`src/rtl/sd_pkg.sv`:
```
// sd_pkg: shared encodings for the SD card-clock generator.
//   - freq_sel encodings (FREQ_LOW / FREQ_HIGH / FREQ_CUSTOM; 3 behaves as low)
//   - default divider values (half-period = divider + 1 clk cycles)
//   - two-state FSM encoding for sd_clk_gen
package sd_pkg;

    localparam logic [1:0] FREQ_LOW    = 2'd0;
    localparam logic [1:0] FREQ_HIGH   = 2'd1;
    localparam logic [1:0] FREQ_CUSTOM = 2'd2;

    localparam int DEF_DIV_WIDTH        = 8;
    localparam int DEF_LOWFREQ_DIVIDER  = 124; // 400 kHz from 100 MHz
    localparam int DEF_HIGHFREQ_DIVIDER = 1;   // 25 MHz from 100 MHz

    typedef enum logic {
        STOPPED = 1'b0,
        RUN     = 1'b1
    } clk_state_t;

endpackage

```
`src/rtl/sd_clk_gen.sv`:
```
// sd_clk_gen: runtime-switchable, glitch-free SD/SDIO card-clock generator.
//
// Ports:
//   clk            system clock (sole domain)
//   reset          synchronous active-high reset
//   clk_en         1 = card clock may run; 0 = park low after current low phase
//   stop_req       flow-control pause, same semantics as clk_en = 0
//   freq_sel       0 low, 1 high, 2 custom_div, 3 low
//   custom_div     runtime divider for freq_sel = 2
//   sdio_clk       registered card clock
//   rise_stb       pulse in first clk cycle sdio_clk is 1
//   fall_stb       pulse in first clk cycle sdio_clk is 0
//   clk_stopped    1 while parked low
//   switch_pending selected divider differs from the active one (combinational)
//
// Every half-period lasts div_active + 1 clk cycles. The divider is latched
// only on a rising edge, so a period is always built from one divider value.
module sd_clk_gen
    import sd_pkg::*;
#(
    parameter int DIV_WIDTH        = DEF_DIV_WIDTH,
    parameter int LOWFREQ_DIVIDER  = DEF_LOWFREQ_DIVIDER,
    parameter int HIGHFREQ_DIVIDER = DEF_HIGHFREQ_DIVIDER
) (
    input  logic                 clk,
    input  logic                 reset,
    input  logic                 clk_en,
    input  logic                 stop_req,
    input  logic [1:0]           freq_sel,
    input  logic [DIV_WIDTH-1:0] custom_div,
    output logic                 sdio_clk,
    output logic                 rise_stb,
    output logic                 fall_stb,
    output logic                 clk_stopped,
    output logic                 switch_pending
);

    localparam logic [DIV_WIDTH-1:0] LOW_DIV  = DIV_WIDTH'(LOWFREQ_DIVIDER);
    localparam logic [DIV_WIDTH-1:0] HIGH_DIV = DIV_WIDTH'(HIGHFREQ_DIVIDER);

    clk_state_t           state, state_nx;
    logic [DIV_WIDTH-1:0] cnt, cnt_nx;
    logic [DIV_WIDTH-1:0] div_active, div_nx;
    logic [DIV_WIDTH-1:0] sel_div;
    logic                 sdio_nx, rise_nx, fall_nx, stopped_nx;
    logic                 go;

    always_comb begin
        case (freq_sel)
            FREQ_HIGH:   sel_div = HIGH_DIV;
            FREQ_CUSTOM: sel_div = custom_div;
            FREQ_LOW:    sel_div = LOW_DIV;
            default:     sel_div = LOW_DIV;
        endcase
    end

    assign switch_pending = (sel_div != div_active);
    assign go             = clk_en && !stop_req;

    always_comb begin
        state_nx   = state;
        cnt_nx     = cnt;
        div_nx     = div_active;
        sdio_nx    = sdio_clk;
        rise_nx    = 1'b0;
        fall_nx    = 1'b0;
        stopped_nx = clk_stopped;
        case (state)
            STOPPED: begin
                sdio_nx    = 1'b0;
                stopped_nx = 1'b1;
                // Resume edge picks up whatever divider is selected right now.
                if (go) begin
                    state_nx   = RUN;
                    sdio_nx    = 1'b1;
                    rise_nx    = 1'b1;
                    stopped_nx = 1'b0;
                    div_nx     = sel_div;
                    cnt_nx     = sel_div;
                end
            end
            RUN: begin
                if (cnt != '0) begin
                    cnt_nx = cnt - 1'b1;
                end else if (sdio_clk) begin
                    // Low phase reuses the divider latched at the rise.
                    sdio_nx = 1'b0;
                    fall_nx = 1'b1;
                    cnt_nx  = div_active;
                end else if (go) begin
                    // Only point where a new divider takes effect.
                    sdio_nx = 1'b1;
                    rise_nx = 1'b1;
                    div_nx  = sel_div;
                    cnt_nx  = sel_div;
                end else begin
                    // Full low phase already done; park low.
                    state_nx   = STOPPED;
                    stopped_nx = 1'b1;
                    sdio_nx    = 1'b0;
                end
            end
            default: begin
                state_nx   = STOPPED;
                sdio_nx    = 1'b0;
                stopped_nx = 1'b1;
            end
        endcase
    end

    always_ff @(posedge clk) begin
        if (reset) begin
            state       <= STOPPED;
            cnt         <= '0;
            div_active  <= LOW_DIV;
            sdio_clk    <= 1'b0;
            rise_stb    <= 1'b0;
            fall_stb    <= 1'b0;
            clk_stopped <= 1'b1;
        end else begin
            state       <= state_nx;
            cnt         <= cnt_nx;
            div_active  <= div_nx;
            sdio_clk    <= sdio_nx;
            rise_stb    <= rise_nx;
            fall_stb    <= fall_nx;
            clk_stopped <= stopped_nx;
        end
    end

endmodule

```
`config.mk`:
```
export PLATFORM = sky130hd
export DESIGN_NAME = sd_clk_gen
export DESIGN_NICKNAME = d
export VERILOG_FILES = /design/src/rtl/sd_pkg.sv /design/src/rtl/sd_clk_gen.sv
export SDC_FILE = /design/constraint.sdc
export NUM_CORES = 1
export LEC_CHECK = 0
export CORE_MARGIN = 2
export CORE_UTILIZATION = 35
export DETAILED_ROUTE_END_ITERATION = 16
export PLACE_DENSITY = 0.65
export SYNTH_ARGS = -nofsm -noshare
export SYNTH_HDL_FRONTEND = slang
export SYNTH_SLANG_ARGS = --single-unit
```
`constraint.sdc`:
```
create_clock -name clk -period 2.3 [get_ports clk]
set_clock_uncertainty 0.2 [all_clocks]
set_input_delay 0.575 -clock clk [delete_from_list [all_inputs] [get_ports clk]]
set_output_delay 0.575 -clock clk [all_outputs]
set_load 0.01 [all_outputs]
```
==> flow_summary.json <==
{
  "max_slew.worst_pin.slew_ns": 0.488,
  "run_status": "complete, but fails checks",
  "r2r_end": "div_active[5]",
  "rsz_0062_raised_after_global_routing": "yes",
  "grt_first_pass_wirelength_um": 6690,
  "synth_nets": 185,
  "dpl.cell_count": 249,
  "tritoncts": "done",
  "grt_max_degree": 13,
  "dpl-instance-area_um2": 1790,
  "fill_cells": 369,
  "power.static_leakage_nw": 0.747,
  "setup_viol": 1,
  "max-cap-violations": 0,
  "cp-end-kind": "primary output",
  "worstSetupStartpointType": "input pin",
  "ys_types": 45,
  "final_cell_mix": "25 x buf_4, 21 x dfxtp_1, 11 x a21oi_1, 11 x nand2_1, 10 x nor2_1",
  "detail_route.iter0.violations": 81,
  "place_hpwl_um": 3010,
  "ys.warnings.count": 0,
  "areaGrowthSynthToFinish_pct": 40.4,
  "cell_type_with_the_largest_total_area_after_synthesis": "dfxtp_1",
  "worst_r2r_path_depth": 4,
  "finalWirelength_um": 4080,
  "clock_sink_count": 21,
  "post-route-util": 0.516,
  "final_antenna_net_count": 0,
  "ff_latch_area_um2": 420,
  "critical_path.n_buffers_inverters": 4,
  "stdcell_count": 256,
  "synth_cells": 167,
  "gpl.final_weighted_congestion": 0.848,
  "synth.area.mux_share": 0.0321,
  "period_share": 1.10,
  "fin_crit_ns": 2.54,
  "start_util": 0.368,
  "final_common_cell": "buf_4",
  "timing.setup.critical_path_class": "in2out",
  "worst_path_max_stage_delay_ns": 0.32,
  "critical_path_arrival_ns": 1.77,
  "clk_path_buf_depth": 2,
  "fraction_of_the_mapped_netlist_area_in_compound_gates": 0.321,
  "yosys.area_share.simple": 0.211,
  "vias_per_cell": 5.78,
  "residual_overflow_from_global_routing": 0,
  "cts_inserted_buffers": 3,
  "clock.fmax_mhz": 394,
  "cts.reportedPaths.clkPinSlew_ns": 0.08,
  "rows": 22,
  "violated_checks": "negative setup slack",
  "crit_path_max_fanout": 3,
  "first_global_vias": 1431,
  "nNetsFinal": 227,
  "detail_route.wl_per_cell_um": 15.9,
  "timing.critical_path.max_delay_family": "compound AO/OA/AOI/OAI gates",
  "stdcell_area_um2": 1920,
  "synth.yosys.seq_area_share": 0.308,
  "worst_hold_startpoint": "clk_stopped",
  "power.ir.vdd_worst_v": 0.000317,
  "port-buffer-count": 18,
  "min_path_cells": 2,
  "ctsHtreeMaxLevel": 1,
  "yosysTopAreaCellShare": 0.308,
  "multi_input_area_um2": 981,
  "floorplan.die.height_um": 66.5,
  "crit_path_cell_trace": "buf_8, inv_4, ha_4, buf_6, nor2b_4, a221oi_4, a2111oi_4, nand4_1, buf_2",
  "largest_family_of_logic_cells_by_synthesized_area": "compound AO/OA/AOI/OAI gates",
  "dieArea_um2": 4420,
  "design.core.area_um2": 3720,
  "finalMaxSlewViolations": 0,
  "yosys-top-cells-area": "dfxtp_1 31%, xnor2_1 5.1%, a21oi_1 4.4%",
  "worstReg2RegStart": "cnt[2]",
  "n_antenna_cell": 0,
  "critPathRequiredTime_ns": 1.52,
  "design.portCount": 19,
  "holdPathEnd": "clk_stopped",
  "hold_class": "reg2reg",
  "grt_util_all_layers": 0.194,
  "hold_viol_final": 0,
  "synth_fa_ha_area_frac": 0.0366,
  "synth_xor_xnor_area_share": 0.0513,
  "syn_area_per_cell_um2": 8.18,
  "crit_path_top_delay_cell": "a2111oi_4",
  "mappedNetlistArea_um2": 1370,
  "insertion_delay_ns": 0.26,
  "final_layout_size_suffix_gt1_frac": 0.250,
  "ys_ff_latch": 21,
  "route.detailed.drc": 0,
  "die_width_um": 66.5,
  "final.hold.worst_slack_ns": 0.257,
  "clock_tree.root_cell": "clkbuf_8",
  "setup_ws_ns": -0.240,
  "timing.slew.headroom": 0.675,
  "pwr_density_cell_nw_per_um2": 632,
  "grt_antenna_before_repair": 0,
  "setup_total_negative_slack_ns": -0.240,
  "drt_first_pass_iters": 4,
  "ff2ff_setup_slack_ns": 0.19,
  "vias": 1479
}
-- logic make-up after synthesis --
kind of cell / after synthesis
compound gates: 62
simple gates: 53
flops: 21
buf+inv: 15
xor+xnor: 8
mux: 4
fa+ha+maj: 4
-- Yosys cell counts (all sizes together) --
| cell type | count |
|---|---|
| nor3b | 1 |
| o41a | 1 |
| nor4bb | 1 |
| a2111oi | 1 |
| a31o | 1 |
| a32oi | 1 |
| dfxtp | 21 |
| ha | 4 |
| a21oi | 12 |
| mux2 | 3 |
| o41ai | 2 |
| inv | 8 |
| o21a | 4 |
| xnor2 | 8 |
| o31ai | 2 |
| a221oi | 3 |
| o22ai | 5 |
| nand3 | 5 |
| clkbuf | 7 |
| nand2b | 3 |
| a311oi | 1 |
| a22o | 1 |
| a41o | 1 |
| and2 | 2 |
| nor2b | 5 |
| nor4 | 1 |
| o311ai | 1 |
| and3b | 1 |
| nor3 | 8 |
| a41oi | 1 |
| a31oi | 9 |
| nand2 | 12 |
| mux2i | 1 |
| o2bb2ai | 1 |
| o21bai | 1 |
| nand4 | 2 |
| a211o | 3 |
| nor2 | 10 |
| o21ai | 10 |
| o211ai | 1 |
| or4 | 2 |
-- flip-flops by register name, indices dropped and copies added (netlist names) --
signal,cells
clk_stopped,1
cnt,8
div_active,8
fall_stb,1
rise_stb,1
sdio_clk,1
state,1
-- worst max-delay path by stage --
stage / from / to / slack (ns) / cells past startpoint
after floorplan: freq_sel[0] / switch_pending / 0.03 / 6
after global placement: freq_sel[0] / switch_pending / -1.00 / 7
after detailed placement: freq_sel[0] / switch_pending / -1.04 / 7
after CTS: freq_sel[0] / switch_pending / -0.22 / 8
after global routing: freq_sel[1] / switch_pending / -0.29 / 9
final: freq_sel[1] / switch_pending / -0.24 / 9
-- routing by layer --
layer  vias up  wire [um]  global-route usage
li1        714          -                   -
met1       711       1790               0.253
met2        48       2090               0.325
met3         6        155              0.0169
met4         0         43              0.0842
met5         -          0                   0
-- metrics by stage --
stage	worst slack (ns)	total power, mW
after floorplan	0.0269	0.772
after global placement	-1.00	0.931
after detailed placement	-1.04	0.938
after CTS	-0.219	1.19
after global routing	-0.287	1.29
final	-0.240	1.21
-- cell type report --
class | count | area share
Clock buffer | 3 | 0.0215
Clock inverter | 1 | 0.00261
Inverter | 8 | 0.0183
Multi-Input combinational cell | 131 | 0.511
Sequential cell | 21 | 0.219
Tap cell | 48 | 0.0313
Timing Repair Buffer | 44 | 0.196
-- worst min-delay path, stage by stage (launching register included) --
cell     delay (ns)
dfxtp_1        0.32
nand2_1        0.06
nand2_1        0.04
-- what timing repair did --
| action | CTS | global route |
|---|---|---|
| buffers inserted | 2 | 1 |
| setup endpoints to repair | 2 | 1 |
| hold buffers | 0 | 0 |
| gates resized for setup | 30 | 9 |
| pin swaps | 10 | 5 |
-- where the power goes --
| group | leakage [nW] | internal, mW | switching, mW |
|---|---|---|---|
| Clock | 0.0255 | 0.121 | 0.128 |
| Combinational | 0.549 | 0.251 | 0.262 |
| Sequential | 0.172 | 0.398 | 0.0528 |
| Total | 0.747 | 0.770 | 0.443 |
Power figures use the tool's default switching activity.
==> variant 1 (same flow settings) <==
Register the output `switch_pending`, with the module's reset; this adds one clock of latency there. The other outputs are not delayed to match. Comments in the files are not updated.
--- a/src/rtl/sd_clk_gen.sv
+++ b/src/rtl/sd_clk_gen.sv
@@ -55,5 +55,11 @@
     end
 
-    assign switch_pending = (sel_div != div_active);
+    always_ff @(posedge clk) begin
+        if (reset) begin
+            switch_pending <= '0;
+        end else begin
+            switch_pending <= (sel_div != div_active);
+        end
+    end
     assign go             = clk_en && !stop_req;
 
Check against the original RTL: not equivalent (a bounded check fails within 4 cycles, from zero or initial values and one cycle with reset high).
==> variant 1 against the unedited design <==
  * Synthesized cell count up 6.6%
  * Via count down 5.1%
  * Final area unchanged
  * Cell count up 2.7%
  * Routed wire length down 8.2%
  * Setup slack better by 0.34 ns
  * Sequential cell count up 1
  * Power down 8.1%
  * Area after synthesis up 4.5%
  * Critical endpoint is now sdio_clk
==> variant 1: results (changes against the unedited design) <==
top-area cell type share of the netlist area 30.85% (+0.081 points); library cells used by synthesis 46 (+2.2%); antenna cells 0 (unchanged); final instance count without filler cells 263 (+2.7%); min-delay worst type reg2reg; detailed-route wire length on metal 1 1.881 mm (+5.0%); Setup Slack @ Placement -0.3225 ns (+0.7188 ns); slew at the pin with the worst max-slew slack 0.5839 ns (+0.09633 ns); detail-routed net length per standard cell 14.22 µm (-11%); parity-gate share of the synthesized area counting xor and xnor cells 4.908% (-0.22 points); Static Leak 0.7264 nW (-2.7%); nets@finish 232 (+2.2%); share of async-settable or async-resettable flops after synthesis 0% (unchanged); later-pin clock latency in the skew report 0.26 ns (about the same); grt met3 use 2.467% (+0.78 points); Largest regs cnt x8, div_active x8; total cell area at the placement stage 1798 µm² (+0.56%); number of warnings reported in the yosys synthesis log 0 (unchanged); switching power total 0.0003539 W (-20%); cell family with the largest share of critical-path delay buffers and inverters; stage delay of the slowest cell on the critical path 0.61 ns (+0.29 ns); run status completed; met2 track demand over resource 28.92% (-3.6 points); initial DRC count 82 (+1.2%); highest fanout seen on the critical path 10 (+7); grt met1 use 24.92% (-0.39 points); period utilization 95.81% (-15 points); Critical-path top delay cell sky130_fd_sc_hd__clkdlybuf4s50_1; number of antenna violations at the first check in global routing 0 (unchanged); top cells by area in the synthesized netlist sky130_fd_sc_hd__dfxtp_1 31%, sky130_fd_sc_hd__a21oi_1 4.9%, sky130_fd_sc_hd__o21ai_0 4.6%; Met2 Wirelength 1.739 mm (-17%); post-detail-place hpwl 2.797 mm (-7.2%); VDD IR-drop max 0.2521 mV (-21%); pin count of the biggest net entering global routing 21 (+8); met3 wire len 100 µm (-35%); overall routing resource usage 17.74% (-1.7 points); wire length of the first global-routing pass 6.368 mm (-4.8%); fraction of the mapped netlist area in compound gates 25.33% (-6.7 points); TritonCTS Buffers 3 (unchanged); 1st-pass router iterations 4 (unchanged); post-synth net total 196 (+5.9%); number of flops mapped to enable cells by yosys 0 (unchanged); adder-cell share of the synthesized area 3.506% (-0.16 points); count of mapped cells out of synthesis 178 (+6.6%); fraction of the yosys area taken by sequential cells 30.85% (+0.081 points); r2r setup slk 0.13 ns (-0.06 ns); CTS Buffer Depth 2 (unchanged); ratio of cells with drive above 1 in the final layout 21.13% (-3.9 points); Port Buffer Count 18 (unchanged); Critical Path AT 1.43 ns (-0.34 ns); leading post-synthesis cells by instance count 22 x sky130_fd_sc_hd__dfxtp_1, 14 x sky130_fd_sc_hd__a21oi_1, 14 x sky130_fd_sc_hd__nand2_1, 14 x sky130_fd_sc_hd__nor2_1, 13 x sky130_fd_sc_hd__o21ai_0; clock transition at the registers of the reported paths 0.08 ns (about the same); final weighted congestion in routability-driven placement 0.8321 (-1.8%); total number of H-tree levels 1 (unchanged); worst slack on hold paths 0.2502 ns (-0.006997 ns); portion of netlist area occupied by mux cells 3.506% (+0.30 points); number of vias after detailed routing 1,403 (-5.1%); uppermost layer routed met4
[variant 1: final timing paths]
| kind | start | to | cells after the start |
|---|---|---|---|
| setup / recovery | sdio_clk | sdio_clk | 1 |
| hold / removal | clk_stopped | clk_stopped | 2 |
| setup reg to reg | cnt[0] | div_active[1] | 6 |
| hold reg to reg | clk_stopped | clk_stopped | 2 |
[variant 1: power by group through the flow]
stage	logic, W	clock network [W]	registers, W
finish	0.000393	0.000276	0.000446
floorplan	0.000247	0	0.000445
detailed placement	0.000374	0	0.000454
CTS	0.000380	0.000286	0.000445
global route	0.000431	0.000294	0.000451
global placement	0.000372	0	0.000453
[variant 1: cell type report]
class                           instances  area [µm²]
Multi-Input combinational cell        137       943.4
Clock buffer                            4       55.05
Tap cell                               50       62.56
Fill cell                             403        2053
Inverter                                6       22.52
Timing Repair Buffer                   44       392.9
Sequential cell                        22       441.7
[variant 1: repair_timing]
item                       in CTS  in global routing
resized for setup               3                 13
setup endpoints to repair       3                  6
pin swaps                       1                  6
buffers inserted                0                  2
==> variant 2 (config.mk and constraints unchanged) <==
Made on the original files. The package constant `DEF_LOWFREQ_DIVIDER` goes from 124 to 93.
--- a/src/rtl/sd_pkg.sv
+++ b/src/rtl/sd_pkg.sv
@@ -10,5 +10,5 @@
 
     localparam int DEF_DIV_WIDTH        = 8;
-    localparam int DEF_LOWFREQ_DIVIDER  = 124; // 400 kHz from 100 MHz
+    localparam int DEF_LOWFREQ_DIVIDER  = 93; // 400 kHz from 100 MHz
     localparam int DEF_HIGHFREQ_DIVIDER = 1;   // 25 MHz from 100 MHz
 
Function: changed (Yosys sat finds a counterexample within 4 cycles, from zero or initial values and one cycle with reset high).
==> variant 2 against the unedited design <==
  * The run still ends with setup timing left
  * Area after synthesis increased by 1.7%
  * Power down 1.3%
  * Final area down 1.4%
  * Sequential share of layout area up 0.32 points
  * Fmax grew 1.1%
  * Clock power increased by 2%
  * Utilization decreased by 1.1 points
  * Synthesized cell count shrank 1.2%
  * Setup slack improved by 0.029 ns
  * Routed wire length is 6.0% lower
  * Global-route usage barely moved
  * Cell count fell by 2.3%
  * Sequential cell count unchanged
  * Largest cell class unchanged
  * Largest power group unchanged
==> variant 2: results (changes against the unedited design) <==
run status finished, violations left; cell family with the largest share of critical-path delay simple AND/OR/NAND/NOR gates; Critical-path top delay cell sky130_fd_sc_hd__or4b_4; number of vias per cell 5.540 (-4.1%); post-synthesis average cell area 8.425 µm² (+3.0%); final weighted congestion in routability-driven placement 0.8216 (-3.1%); Reg-to-Reg End div_active[7]; Static Leak 0.7502 nW (+0.48%); power attributed to the clock group 0.000254 W (+2%); Layout clock area frac 2.449% (+0.035 points); post-synth net total 183 (-1.1%); number of vias after detailed routing 1,385 (-6.4%); internal power summed over all cells 0.0007722 W (+0.35%); minimum setup slack in the final design -0.2116 ns (+0.02878 ns); violated checks setup timing; total area of multi-input combinational cells 972.2 µm² (-0.89%); placed instance count 243 (-2.4%); Flop+latch power 0.000442 W (-2%); wire length of the first global-routing pass 6.665 mm (-0.31%); Critical Path AT 1.74 ns (-0.03 ns); overall routing resource usage 19.41% (about the same); r2r setup slk 0.10 ns (-0.09 ns); max-slew headroom at the worst pin 73.30% (+5.8 points); nets@finish 221 (-2.6%); NonClk Buf Share 19.39% (-0.18 points); pin count of the biggest net entering global routing 16 (+3); Final Setup Violations 1 (unchanged); Crit Reg-Reg Startpoint cnt[3]; stage delay of the slowest cell on the critical path 0.49 ns (+0.17 ns); library cells used by synthesis 46 (+2.2%); fraction of the yosys area taken by sequential cells 30.24% (-0.53 points); overall routed net length 3.831 mm (-6.0%); grt met3 use 2.534% (+0.84 points)
-- variant 2: worst max path at each step --
stage                     endpoint  slack (ns)        start  depth (start not counted)
CTS                 switch_pending       -0.31  freq_sel[0]                          8
global placement    switch_pending       -0.97  freq_sel[1]                          7
finish              switch_pending       -0.21  freq_sel[0]                          8
global route        switch_pending       -0.26  freq_sel[0]                          8
detailed placement  switch_pending       -1.05  freq_sel[1]                          7
floorplan           switch_pending        -0.1  freq_sel[0]                          7
-- variant 2: logic make-up after synthesis --
group                    count (synthesis)  synth area share (%)
AND/OR/NAND/NOR                         54                 20.52
AO/OA/AOI/OAI                           49                 26.01
flip-flops                              21                 30.24
buffers and inverters                   17                 5.670
XOR/XNOR                                11                 6.931
multiplexers                             9                 7.020
adder cells (fa/ha/maj)                  4                 3.601
-- variant 2: repair_timing --
item	in CTS	in global routing
setup buffers	3	0
gates cloned	0	0
setup endpoints to repair	2	2
resized for setup	24	9
hold endpoints to repair	0	0
pin swaps	5	5
-- variant 2: per-stage QoR --
stage | hold WS, ns | TNS [ns] | cell area [µm²] | power [W] | worst slack, ns
6_report | 0.2521 | -0.2116 | 1891 | 0.001196 | -0.2116
3_3_place_gp | 0.2332 | -2.460 | 1773 | 0.0009132 | -0.9733
3_5_place_dp | 0.2369 | -3.056 | 1773 | 0.0009235 | -1.051
2_1_floorplan | 0.2666 | -0.09748 | 1426 | 0.0007965 | -0.09748
4_1_cts | 0.2534 | -0.3074 | 1858 | 0.001182 | -0.3074
5_1_grt | 0.2876 | -0.2618 | 1891 | 0.001256 | -0.2618
-- variant 2: per-layer routing --
metal	part of all wire, %	vias up	wire (µm)
met1	46	657	1762
met2	47	38	1815
met4	2.6	0	100
met3	4.0	11	152
met5	0	-	0
li1	-	679	-
